==> config.mk <==
export PLATFORM = sky130hd
export DESIGN_NAME = pipe_sched
export DESIGN_NICKNAME = d
export VERILOG_FILES = /design/src/rtl/pipe_sched.sv
export SDC_FILE = /design/constraint.sdc
export NUM_CORES = 1
export LEC_CHECK = 0
export BUFFER_PORTS_ARGS = -buffer_cell sky130_fd_sc_hd__clkbuf_2
export CAP_MARGIN = 20
export CORE_MARGIN = 2
export CORE_UTILIZATION = 49
export DETAILED_ROUTE_END_ITERATION = 6
export HOLD_SLACK_MARGIN = 0.05
export PLACE_DENSITY = 0.8
export SLEW_MARGIN = 10
export SYNTH_ARGS = -nofsm -noshare
export SYNTH_HDL_FRONTEND = slang
export SYNTH_SLANG_ARGS = --single-unit
export TNS_END_PERCENT = 100
==> constraint.sdc <==
create_clock -name clk -period 2.05 [get_ports clk]
set_clock_uncertainty 0.2 [all_clocks]
set_input_delay 0 -clock clk [delete_from_list [all_inputs] [get_ports clk]]
set_output_delay 0 -clock clk [all_outputs]
set_load 0.05 [all_outputs]
==> src/rtl/pipe_sched.sv <==
// Pipeline stall/flush scheduler: mult/div busy counter, EXL state machine and
// the EPC/cause latch, producing stall, int_exc_req and eret_req for all stages.
module pipe_sched #(
    parameter int unsigned MULT_LAT  = 5,
    parameter int unsigned DIV_LAT   = 10,
    parameter logic [31:0] PC_KERNEL = 32'h0000_4180
) (
    input  logic        clk,
    input  logic        reset,
    input  logic        D_data_stall,
    input  logic        D_md_use,
    input  logic        E_md_start,
    input  logic        E_md_div,
    input  logic        D_eret,
    input  logic [4:0]  M_exc_code,
    input  logic        M_int,
    input  logic        M_DB,
    input  logic [31:0] M_PC,
    input  logic        M_eret,
    output logic        stall,
    output logic        int_exc_req,
    output logic        eret_req,
    output logic        md_busy,
    output logic        exl,
    output logic [31:0] epc,
    output logic [4:0]  cause_code
);

    localparam int unsigned MAX_LAT = (MULT_LAT > DIV_LAT) ? MULT_LAT : DIV_LAT;
    localparam int unsigned CNT_W   = ($clog2(MAX_LAT + 1) > 4) ? $clog2(MAX_LAT + 1) : 4;
    localparam logic [CNT_W-1:0] MULT_CNT = CNT_W'(MULT_LAT);
    localparam logic [CNT_W-1:0] DIV_CNT  = CNT_W'(DIV_LAT);

    // The handler entry is consumed by the F-stage redirect mux; it must be word aligned.
    if (PC_KERNEL[1:0] != 2'b00) begin : g_pc_kernel_check
        $error("pipe_sched: PC_KERNEL must be word aligned");
    end

    typedef enum logic {
        USER   = 1'b0,
        KERNEL = 1'b1
    } exl_state_t;

    exl_state_t       exl_state_q, exl_state_d;
    logic [CNT_W-1:0] md_cnt_q, md_cnt_d;
    logic [31:0]      epc_q, epc_d;
    logic [4:0]       cause_q, cause_d;
    logic             exl_pend_q, exl_pend_d;
    logic             exc_take;
    logic             md_start;

    always_ff @(posedge clk or negedge reset) begin
        if (!reset) begin
            exl_state_q <= USER;
            md_cnt_q    <= '0;
            epc_q       <= '0;
            cause_q     <= '0;
            exl_pend_q  <= 1'b0;
        end else begin
            exl_state_q <= exl_state_d;
            md_cnt_q    <= md_cnt_d;
            epc_q       <= epc_d;
            cause_q     <= cause_d;
            exl_pend_q  <= exl_pend_d;
        end
    end

    always_comb begin
        exc_take    = 1'b0;
        exl_state_d = exl_state_q;
        case (exl_state_q)
            USER: begin
                exc_take = (|M_exc_code) | M_int;
                if (exc_take) exl_state_d = KERNEL;
            end
            KERNEL: begin
                if (M_eret) exl_state_d = USER;
            end
            default: exl_state_d = USER;
        endcase
    end

    always_comb begin
        epc_d      = epc_q;
        cause_d    = cause_q;
        exl_pend_d = exc_take;
        if (exc_take) begin
            epc_d   = M_DB ? (M_PC - 32'd4) : M_PC;
            cause_d = M_exc_code;
        end
    end

    // A start is accepted only when idle and not being flushed; an op already
    // counting keeps counting through a flush because it has issued.
    always_comb begin
        md_start = E_md_start & ~md_busy & ~exc_take;
        md_cnt_d = md_cnt_q;
        if (md_start) begin
            md_cnt_d = E_md_div ? DIV_CNT : MULT_CNT;
        end else if (md_cnt_q != '0) begin
            md_cnt_d = md_cnt_q - 1'b1;
        end
    end

    always_comb begin
        md_busy     = (md_cnt_q != '0);
        exl         = (exl_state_q == KERNEL);
        epc         = epc_q;
        cause_code  = cause_q;
        int_exc_req = exc_take;
        eret_req    = M_eret & ~exc_take;
        stall       = ~exc_take & (D_data_stall
                                   | (D_md_use & (md_busy | E_md_start))
                                   | (D_eret & exl_pend_q));
    end

endmodule

# Yosys cells after proc, flatten, opt, wreduce, memory -nomap -nowiden
# Index checks and enable logic that the tools add are counted.
op_classes:
  n_reduce_logical: 3
  n_bitwise: 13
  muxes: 8
  addsub: 2
ops:
  columns: ["op", "n"]
  rows:
  - ["32-bit two-way mux", 1]
  - ["32-bit by 3-bit subtractor with 32-bit output, second input constant", 1]
  - ["4-bit two-way mux", 3]
  - ["1-bit AND", 6]
  - ["5-bit OR reduction", 1]
  - ["1-bit bitwise OR", 4]
  - ["4-bit nonzero test", 1]
  - ["4-bit by 1-bit subtractor with 4-bit output, second input constant", 1]
  - ["1-bit two-way mux", 3]
  - ["1-bit inverter", 3]
  - ["1-bit one-hot mux with 2 select lines", 1]
  - ["2-bit nonzero test", 1]
word_totals:
  reg_bits: 43
  word_cells: 31
  inputBits: 47

# Depth between registers and ports, before layout
depth:
  ltp_word: 6
  ltp_mapped: 8
  ltp_nobuf: 6

# Worst setup path after synthesis
# OpenSTA, ideal clock, no wires.
synth_timing:
  path_kind: "register to output"
  from: "reg exl_state_q (netlist: exl)"
  to: "out stall"
  t_required_ns: 1.850
  t_arrival_ns: 2.305
  slack_ns: -0.455
  path_stages_with_launch: 5
  path_cell_list: "dfrtp_1 -> a21o_1 -> clkinv_1 -> clkbuf_1 -> a21oi_1"
synth_between:
  elab_chain_cells: 3
synth_lines:
  columns: ["item", "line", "source"]
  rows:
  - ["start: declaration", "44", "exl_state_t exl_state_q, exl_state_d;"]
  - ["start signal: assignment", "60", "exl_state_q <= exl_state_d;"]
  - ["1-bit two-way mux", "71", "case (exl_state_q)"]
  - ["net int_exc_req", "21", "output logic int_exc_req,"]
  - ["1-bit inverter", "112", "stall = ~exc_take & (D_data_stall"]
  - ["1-bit AND", "112", null]
  - ["end: declaration", "20", "output logic stall,"]
# The timed path passes the listed nets, and every way through them passes these cells.

# Final worst setup path
layout_timing:
  from: "in M_PC[28]"
  to: "reg epc_q[29] (netlist: epc[29])"
layout_between:
  elab_chain_cells: 2
layout_lines:
  columns: ["item", "line", "source"]
  rows:
  - ["start: declaration", "18", "input logic [31:0] M_PC,"]
  - ["32-bit by 3-bit subtractor with 32-bit output", "88", "epc_d = M_DB ? (M_PC - 32'd4) : M_PC;"]
  - ["32-bit two-way mux", "88", null]
  - ["end signal: assignment", "62", "epc_q <= epc_d;"]
  - ["end: declaration", "46", "logic [31:0] epc_q, epc_d;"]
# No other way between the ends.
# A chain may end at the register's enable or synchronous reset.

==> qor.yml <==
power:
  p_leak_nw: 1.66
  irDropWorstVdd_mv: 0.513
  cellPowerDensity_nw_per_um2: 769
  power.total_mw: 2.82
sta:
  fin_hold_ws_ps: 64.4
  slew_viol_final: 0
  setup_viol: 0
  min_period_ps: 2010
  achievable-frequency_mhz: 498
  maxSlewHeadroom: 0.558
  finalSetupTns_ps: 0
  period_share: 0.980
  hold_viol: 0
  postLayoutSetupSlackWorst_ps: 41.9
  tightest_slew_ps: 663
finish:
  fillCellCount: 302
  stdcell_area_um2: 3660
  drive_gt1_frac: 0.322
  final_core_util: 0.781
  final_cells: 473
  nets: 469
  regArea_um2: 1080
  area_growth_pct: 55.3
  multiInputGateArea_um2: 1220
  num_antenna_cells: 0
floorplanning:
  dieWidth_um: 73.4
  die_h_um: 73.4
  die_area_um2: 5380
  start_util: 0.503
  row_count: 25
  ios: 89
  core_um2: 4690
yosys:
  yosys.area_share.simple: 0.257
  ys_seq_elements: 43
  async_flop_share: 1.00
  synth_top_family_by_area: "simple AND/OR/NAND/NOR gates"
  synth-main-ff-cell: "dfrtp_1"
  yosysUniqueCellTypes: 38
  synth_compound_area_frac: 0.154
  postSynthAreaPerCell_um2: 9.07
  syn_inst: 260
  synthXorXnorAreaFrac: 0.0483
  ys_warn_count: 0
  synth_edf_count: 0
  synth.cell_area_um2: 2360
  synth_fa_ha_area_frac: 0.0159
  syn_nets: 310
  seq_area_frac_synth: 0.456
  synthMuxAreaShare: 0.0281
critical_path:
  r2r_start: "md_cnt_q[2]"
  reg2reg_slack_ps: 120
  cp.required_ps: 2070
  critPathCaptureType: "register"
  setup.worst_path.class: "in2reg"
  path_common_cell: "or4_1"
  crit_arrival_ps: 2030
  crit_path_cell_trace: "dlygate4sd3_1, or3_1, or4_1, or4_1, a31oi_1"
  crit_slowest_cell: "dlygate4sd3_1"
  startpoint: "M_PC[28]"
  critical-path-max-stage-delay_ps: 640
  reg2regPathDepth: 4
  cp_max_fo: 5
  startpoint_type: "input pin"
  timing.rr.end: "md_cnt_q[3]"
drt:
  drtAntennaViolNets: 0
  drtPass1Iterations: 4
  drt_iter0_drc: 167
  wl_per_cell_um: 15.2
  vias: 2646
  drc: 0
  via_per_inst: 5.59
  routed_wl_um: 7210
clocking:
  clk_path_buf_depth: 2
  clock_sinks: 43
  cts_tree: "done"
  cts_made_buffers: 5
  path_clk_slew_ps: 70
  clk_latency_ps: 290
  root_buffer: "clkbuf_8"
  post-cts-setup-buffers: 0
  htree_levels: 2
run_status:
  status: "completed"
place:
  place_hpwl_um: 4620
  place_ws_ps: -57.1
  place.gp.congestion: 0.902
  port_buffers: 88
  dp.cells: 417
  place_area_um2: 3050
min_path:
  hold_class: "in2async"
global_route:
  grt-ovfl-total: 0
  grt_pass1_wl_um: 11200
  antenna_found_initial: 0
  grt_usage: 0.268
  grt_start_max_net_pins: 30
  first_global_vias: 2411
flow_run:
  maxCapViolCount: 0
[timing repair]
item | CTS | global route
gates resized for setup | 0 | 7
hold buffers | 51 | 0
hold endpoints to repair | 85 | 0
setup endpoints to repair | 0 | 11
[synth_stat cells (6+ instances only)]
cell / count / area, um^2
xor2_1: 8 / 70.1
dfrtp_1: 43 / 1080
nor2_1: 21 / 78.8
nor4_1: 7 / 43.8
o21ai_0: 17 / 85.1
clkbuf_1: 11 / 41.3
or3_1: 11 / 68.8
nor3_1: 6 / 30.0
a31oi_1: 10 / 62.6
o31ai_1: 10 / 75.1
nand3_1: 9 / 45.0
or4_1: 17 / 128
inv_1: 7 / 26.3
nand2_1: 33 / 124
[metal layers]
layer	GRT usage	share of wire
met1	0.349	0.41
met2	0.471	0.52
met3	0.0425	0.060
met4	0.0586	0.016
met5	0	0
[registers in the layout, indices dropped and copies added (netlist names)]
name and flops:
epc 32, md_cnt_q 4, exl_pend_q 1, exl 1, cause_code 5
[worst max-delay path: cells and delay by family]
family / cells / cell delay, ps
AO/OA/AOI/OAI: 1 / 160
AND/OR/NAND/NOR: 3 / 1220
buffers and inverters: 1 / 640
[cells by family (layout without fill, tap and decap cells)]
group           Yosys count  after routing
buf+inv                  24            183
simple gates            115            115
compound gates           56             56
xor+xnor                 13             13
mux                       6              6
flops                    43             43
fa+ha+maj                 3              3
[power by group]
group	switching (mW)	leakage, nW	total (mW)	internal, mW
Combinational	0.786	1.10	1.18	0.397
Sequential	0.0929	0.507	1.10	1.00
Clock	0.274	0.0470	0.538	0.264
[final cells by class]
| class | instances | share of cell area |
|---|---|---|
| timing repair buffer | 168 | 0.322 |
| clock inverter | 1 | 0.00137 |
| sequential | 43 | 0.294 |
| tap | 54 | 0.0184 |
| inverter | 8 | 0.00820 |
| clock buffer | 6 | 0.0225 |
| multi-input combinational | 193 | 0.333 |
[layout by cell type (no fill, tap or decap), types with 7 or more instances in the layout]
cell type and instances:
clkbuf_2 86, dlygate4sd3_1 51, dfrtp_1 42, nand2_1 32
buf_4 29, nor2_1 21, or4_1 17, o21ai_0 16
or3_1 11, o31ai_1 10, a31oi_1 10, nand3_1 9
xor2_1 8, inv_1 7
[worst max-delay path by stage]
stage / to / cells past startpoint
final: epc[29] / 5
after floorplan: epc[27] / 5
after global routing: epc[19] / 7
after CTS: stall / 6
after global placement: epc[29] / 6
after detailed placement: epc[15] / 7
(Power assumes the default switching activity.)
